## src/rtl/reg_bus_arbiter.sv

```systemverilog
// Two-port arbiter and sequencer that serialises register accesses onto one reg_wr/reg_rd port.
// Define REG_ARB_ROUND_ROBIN_EN for round-robin arbitration; otherwise port 0 has fixed priority.
module reg_bus_arbiter #(
    parameter int AW = 16,
    parameter int DW = 32
) (
    input  logic          CLK,
    input  logic          RST_N,
    input  logic          m0_req,
    input  logic          m0_we,
    input  logic [AW-1:0] m0_addr,
    input  logic [DW-1:0] m0_wdata,
    output logic          m0_ack,
    output logic [DW-1:0] m0_rdata,
    input  logic          m1_req,
    input  logic          m1_we,
    input  logic [AW-1:0] m1_addr,
    input  logic [DW-1:0] m1_wdata,
    output logic          m1_ack,
    output logic [DW-1:0] m1_rdata,
    output logic          reg_wr,
    output logic [AW-1:0] reg_waddr,
    output logic [DW-1:0] reg_wdata,
    output logic          reg_rd,
    output logic [AW-1:0] reg_raddr,
    input  logic [DW-1:0] reg_rdata,
    output logic          arb_busy,
    output logic          arb_gnt
);

    typedef enum logic [1:0] {
        IDLE    = 2'd0,
        ISSUE   = 2'd1,
        RD_WAIT = 2'd2,
        ACK     = 2'd3
    } state_t;

    state_t        state_q, state_d;
    logic          we_q, we_d;
    logic [AW-1:0] addr_q, addr_d;
    logic [DW-1:0] wdata_q, wdata_d;
    logic          gnt_q, gnt_d;
    logic [DW-1:0] rdata0_q, rdata0_d;
    logic [DW-1:0] rdata1_q, rdata1_d;
    logic          win;

    // Winner is only meaningful when at least one request is high.
`ifdef REG_ARB_ROUND_ROBIN_EN
    assign win = (m0_req && m1_req) ? ~gnt_q : ~m0_req;
`else
    assign win = ~m0_req;
`endif

    always_ff @(posedge CLK or negedge RST_N) begin
        if (!RST_N) begin
            state_q  <= IDLE;
            we_q     <= 1'b0;
            addr_q   <= '0;
            wdata_q  <= '0;
            gnt_q    <= 1'b1;
            rdata0_q <= '0;
            rdata1_q <= '0;
        end else begin
            state_q  <= state_d;
            we_q     <= we_d;
            addr_q   <= addr_d;
            wdata_q  <= wdata_d;
            gnt_q    <= gnt_d;
            rdata0_q <= rdata0_d;
            rdata1_q <= rdata1_d;
        end
    end

    always_comb begin
        state_d  = state_q;
        we_d     = we_q;
        addr_d   = addr_q;
        wdata_d  = wdata_q;
        gnt_d    = gnt_q;
        rdata0_d = rdata0_q;
        rdata1_d = rdata1_q;
        case (state_q)
            IDLE: begin
                if (m0_req || m1_req) begin
                    gnt_d   = win;
                    we_d    = win ? m1_we    : m0_we;
                    addr_d  = win ? m1_addr  : m0_addr;
                    wdata_d = win ? m1_wdata : m0_wdata;
                    state_d = ISSUE;
                end
            end
            ISSUE: begin
                state_d = we_q ? ACK : RD_WAIT;
            end
            RD_WAIT: begin
                // Register file returns data one cycle after the read strobe.
                if (gnt_q) begin
                    rdata1_d = reg_rdata;
                end else begin
                    rdata0_d = reg_rdata;
                end
                state_d = ACK;
            end
            ACK: begin
                state_d = IDLE;
            end
            default: begin
                state_d = IDLE;
            end
        endcase
    end

    assign reg_wr    = (state_q == ISSUE) && we_q;
    assign reg_rd    = (state_q == ISSUE) && !we_q;
    assign reg_waddr = addr_q;
    assign reg_raddr = addr_q;
    assign reg_wdata = wdata_q;
    assign m0_ack    = (state_q == ACK) && !gnt_q;
    assign m1_ack    = (state_q == ACK) && gnt_q;
    assign m0_rdata  = rdata0_q;
    assign m1_rdata  = rdata1_q;
    assign arb_busy  = (state_q != IDLE);
    assign arb_gnt   = gnt_q;

endmodule
```

## config.mk

```make
export PLATFORM = sky130hd
export DESIGN_NAME = reg_bus_arbiter
export DESIGN_NICKNAME = d
export VERILOG_FILES = /design/src/rtl/reg_bus_arbiter.sv
export SDC_FILE = /design/constraint.sdc
export NUM_CORES = 1
export LEC_CHECK = 0
export CAP_MARGIN = 25
export CORE_AREA = 2 2 117 119
export CTS_BUF_LIST = sky130_fd_sc_hd__clkbuf_4
export DETAILED_ROUTE_END_ITERATION = 8
export DIE_AREA = 0 0 119 121
export GPL_TIMING_DRIVEN = 0
export HOLD_SLACK_MARGIN = 0.12
export PLACE_DENSITY = 0.82
export SLEW_MARGIN = 20
export SYNTH_ARGS = -nofsm -noshare
export SYNTH_HDL_FRONTEND = slang
export SYNTH_SLANG_ARGS = --single-unit
```

## constraint.sdc

```tcl
create_clock -name CLK -period 1.7 [get_ports CLK]
set_input_delay 0.51 -clock CLK [delete_from_list [all_inputs] [get_ports CLK]]
set_output_delay 0.51 -clock CLK [all_outputs]
set_load 0.03 [all_outputs]
```

-- Word level (Yosys, flattened, before mapping)
Cells that the tools add are included.
- register bits after elaboration: 116
- bits of input ports: 134
- output and inout bits: 134
- word-level logic and storage cells: 31
- equal/unequal tests: 4
- multiplexer cells: 6
- bitwise logic cells: 2
- reductions and logical operators: 12
- operator list (cell ; number):
    $mux W32 ; 1
    $mux W16 ; 1
    $pmux W2 S4 ; 1
    $reduce_and A2 Y1 ; 3
    $eq A2 B2 Y1 const B ; 2
    $logic_and A1 B1 Y1 ; 4
    $eq A2 B1 Y1 const B ; 1
    $logic_not A1 Y1 ; 2
    $logic_not A2 Y1 ; 1
    $mux W1 ; 2
    $mux W2 ; 1
    $ne A2 B2 Y1 const B ; 1
    $not A1 Y1 ; 2
    $reduce_bool A2 Y1 ; 1
    $logic_or A1 B1 Y1 ; 1

-- Longest topological paths before layout
- depth in word-level cells: 3
- gate-level depth with buffers: 6
- depth with buffers taken out: 4

-- Worst setup path before layout
Ideal clock, no wire load.
- kind: register to output
- from: reg state_q[1]
- to: out reg_rd
- arrival: 1.095 ns
- required time: 1.190 ns
- path slack: 0.095 ns
- cell stages (with the launch flop): 4
- buffers on the path: 0
- path through: dfrtp_1 inv_1 ha_1 nor2b_1
- longest elaborated chain between the ends: 2
- RTL lines (element ; RTL line ; RTL):
    start, declared ; 38 ; state_t state_q, state_d;
    start signal, assigned ; 64 ; state_q <= state_d;
    $eq A2 B1 Y1 ; 114 ; assign reg_rd = (state_q == ISSUE) && !we_q;
    $logic_and A1 B1 Y1 ; 114 ;
    end, declared ; 24 ; output logic reg_rd,
No other way between the ends.

-- Worst setup path in the final report
Ends and elaborated chain as after synthesis.

==> run summary <==
outcome: finished with violations
failing checks: setup timing
Max Fclk: 510.7 MHz
Post-synth EDFFs: 0
P&R area growth vs syn: 63.45%
Worst-Margin Slew: 0.4504 ns
RSZ-0062 raised after global routing: yes
initial antenna violation count: 1
setup TNS: -6.228 ns
H-tree Lvls: 4
die area: 14400 µm²
Syn Area/Cell: 16.11 µm²
top cell type's share of synthesized area: 53.65%
clk_lat worst skew: 0.53 ns
ys flop type: dfrtp_1
Bufs and invs on worst path: 2
hold slack: 0.4088 ns
sequential power share: 28.0%
final hold violations: 0
crit path max fanout: 3
Placed Cells incl. Taps: 776
Clock power frac: 12.4%
Switching Share: 41.82%
clk slew on worst S/H paths: 0.10 ns
DRT Wirelength: 14400 µm
internal power: 10630 µW
total of max-cap violations: 0
vias per cell: 4.745
DP Wirelength: 10480 µm
min-delay worst type: input port to flop
TritonCTS clock tree: built
final setup margin: -0.2582 ns
Max clock buf depth: 2
max layer used: met4
Largest stage delay, worst path: 0.43 ns
met2 wire length: 7406 µm
dpl ws: -0.3587 ns
Ports: 268
Synth async-reset ratio: 100.0%
startpoint class of the critical path: flop
Rows: 42
drt wl/cell: 17.25 µm
DR pass1 iterations: 4
DRC Markers: 0
post-route insts no fill: 835
Warnings, synthesis: 0
CP max stage cell: dfrtp_1
crit share post-route: 115.2%
# setup viols final: 83
vias in the first global route: 4171
fraction of layout cells with a size suffix above 1: 61.09%
Critical Path End Type: output port
synth top area cells: dfrtp_1 (54%), mux2_2 (24%), mux2_4 (13%)
Initial Util: 40.99%
Layout Skew: 0.01414 ns
worst r2r src: state_q[1]
Buffers on Ports: 266
syn nets: 471
Gate power share: 59.6%
register area: 2907 µm²
LEAKAGE: 0.004060 µW
Seq cells post-synth: 116
Yosys top cell by area: dfrtp_1
Root Buffer: clkbuf_4
Inserted Clock Buffers: 17
Die Wd: 119 µm
Final min period: 1.958 ns
met3 WL: 1103 µm
total track usage: 19.89%
Multi-input gate area: 2272 µm²
nets: 783
Cell Area, Synth: 5364 µm²
largest net degree at the start of global routing: 72
antenna-violating nets left: 0
CTS Sinks: 116
Cells after Synth: 333
crit path cell chain: inv_2 -> ha_4 -> nor2b_4 -> buf_6
iteration-0 DRC count of the detailed router: 107
CP Data Required Time: 1.19 ns
end-of-flow core utilization: 67.00%
Peak VDD IR: 0.0009377 V
grt ovf: 0
Seq/Total Area, Yosys: 54.14%
hold path startpoint: m0_req
core area: 13090 µm²
# fillers: 932
WL met1: 5592 µm
Power Dens Cells: 2083 nW/µm²
post-synthesis cell type count: 20
GPL Wtd Cong: 0.7412
Crit Path Class: flop to output port
DIE HEIGHT: 121 µm
wire length of the first global-routing pass: 21720 µm
routed via count: 3962
switching power: 7639 µW
worst setup path start: state_q[1]
Slew Viols, Final: 0
worst endpoint data arrival time: 1.45 ns
family with the most delay on the worst path: flip-flops
Relative slew margins: 69.98%
## path summary, 6_finish.rpt
check	endpoint	slack (ns)	cells after the start
min in group asynchronous	m0_rdata[5]	0.46	2
hold reg to reg	reg_wdata[20]	0.51	1
max in group asynchronous	reg_raddr[11]	0.51	3
setup / recovery	reg_rd	-0.26	4
hold / removal	arb_gnt	0.41	3
setup reg to reg	reg_wdata[18]	-0.11	8
## worst min-delay path, stage by stage
cell and delay (ns):
buf_6 0.13, buf_6 0.19, mux2i_1 0.09
## routing by layer
layer / vias up / global-route usage [%]
met5: - / 0
met4: 0 / 7.515
met3: 27 / 7.472
met2: 190 / 34.99
met1: 1951 / 21.84
li1: 1794 / -
## flip-flops by register name, indices dropped and copies added (netlist names)
name,count
m0_rdata,32
m1_rdata,32
reg_wdata,32
reg_raddr,16
state_q,2
arb_gnt,1
we_q,1
## metrics by stage
stage / power [µW] / cell area (µm²)
floorplan: 11200 / 5364
CTS: 17200 / 8299
detailed placement: 15590 / 8275
finish: 18260 / 8767
global placement: 15360 / 8247
global route: 19140 / 8767
## cells in the mapped netlist, drive strengths merged (2+ instances only)
library cell,n
and2,2
buf,33
dfrtp,115
ha,4
inv,4
mux2,163
nor2b,3
## cells in the final DEF (no fill, tap or decap), types with 4 or more instances in the layout
master	instances
bufinv_16	4
mux2_2	99
buf_4	34
dfrtp_1	113
buf_2	71
clkdlybuf4s50_1	131
buf_6	77
mux2_4	63
buf_8	4
clkbuf_4	22
## cell type report
class,count,area share (%)
diodes,1,0.02854
plain buffers,34,4.595
clock buffers,19,1.627
clock inverters,13,2.069
inverters,4,0.1713
multi-input cells,179,25.92
flip-flops and latches,116,33.15
well taps,176,2.512
repair buffers,293,29.93
## power groups by stage
stage          Combinational [µW]  Clock [µW]  Sequential, µW
2_1_floorplan                3450           0            7760
3_3_place_gp                10400           0            5000
3_5_place_dp                10500           0            5080
4_1_cts                      9830        2330            5040
5_1_grt                     11400        2460            5300
6_report                    10900        2270            5120
## logic make-up after synthesis
group                      synth area share (%)
buffers and inverters                     5.621
and+or+nand+nor                          0.8863
DFF                                       54.14
muxes                                     37.77
AOI/OAI and AO/OA                        0.6533
adders and majority gates                0.9331
## timing repair
action / CTS / global route
gates cloned: 1 / 2
pin swaps: 1 / 1
endpoints found under the hold margin: 44 / 0
endpoints found under the setup margin: 138 / 127
hold buffers: 1 / 0
resized for setup: 761 / 112
setup buffers: 5 / 19
Note: power is estimated with default switching activity, not from simulation.
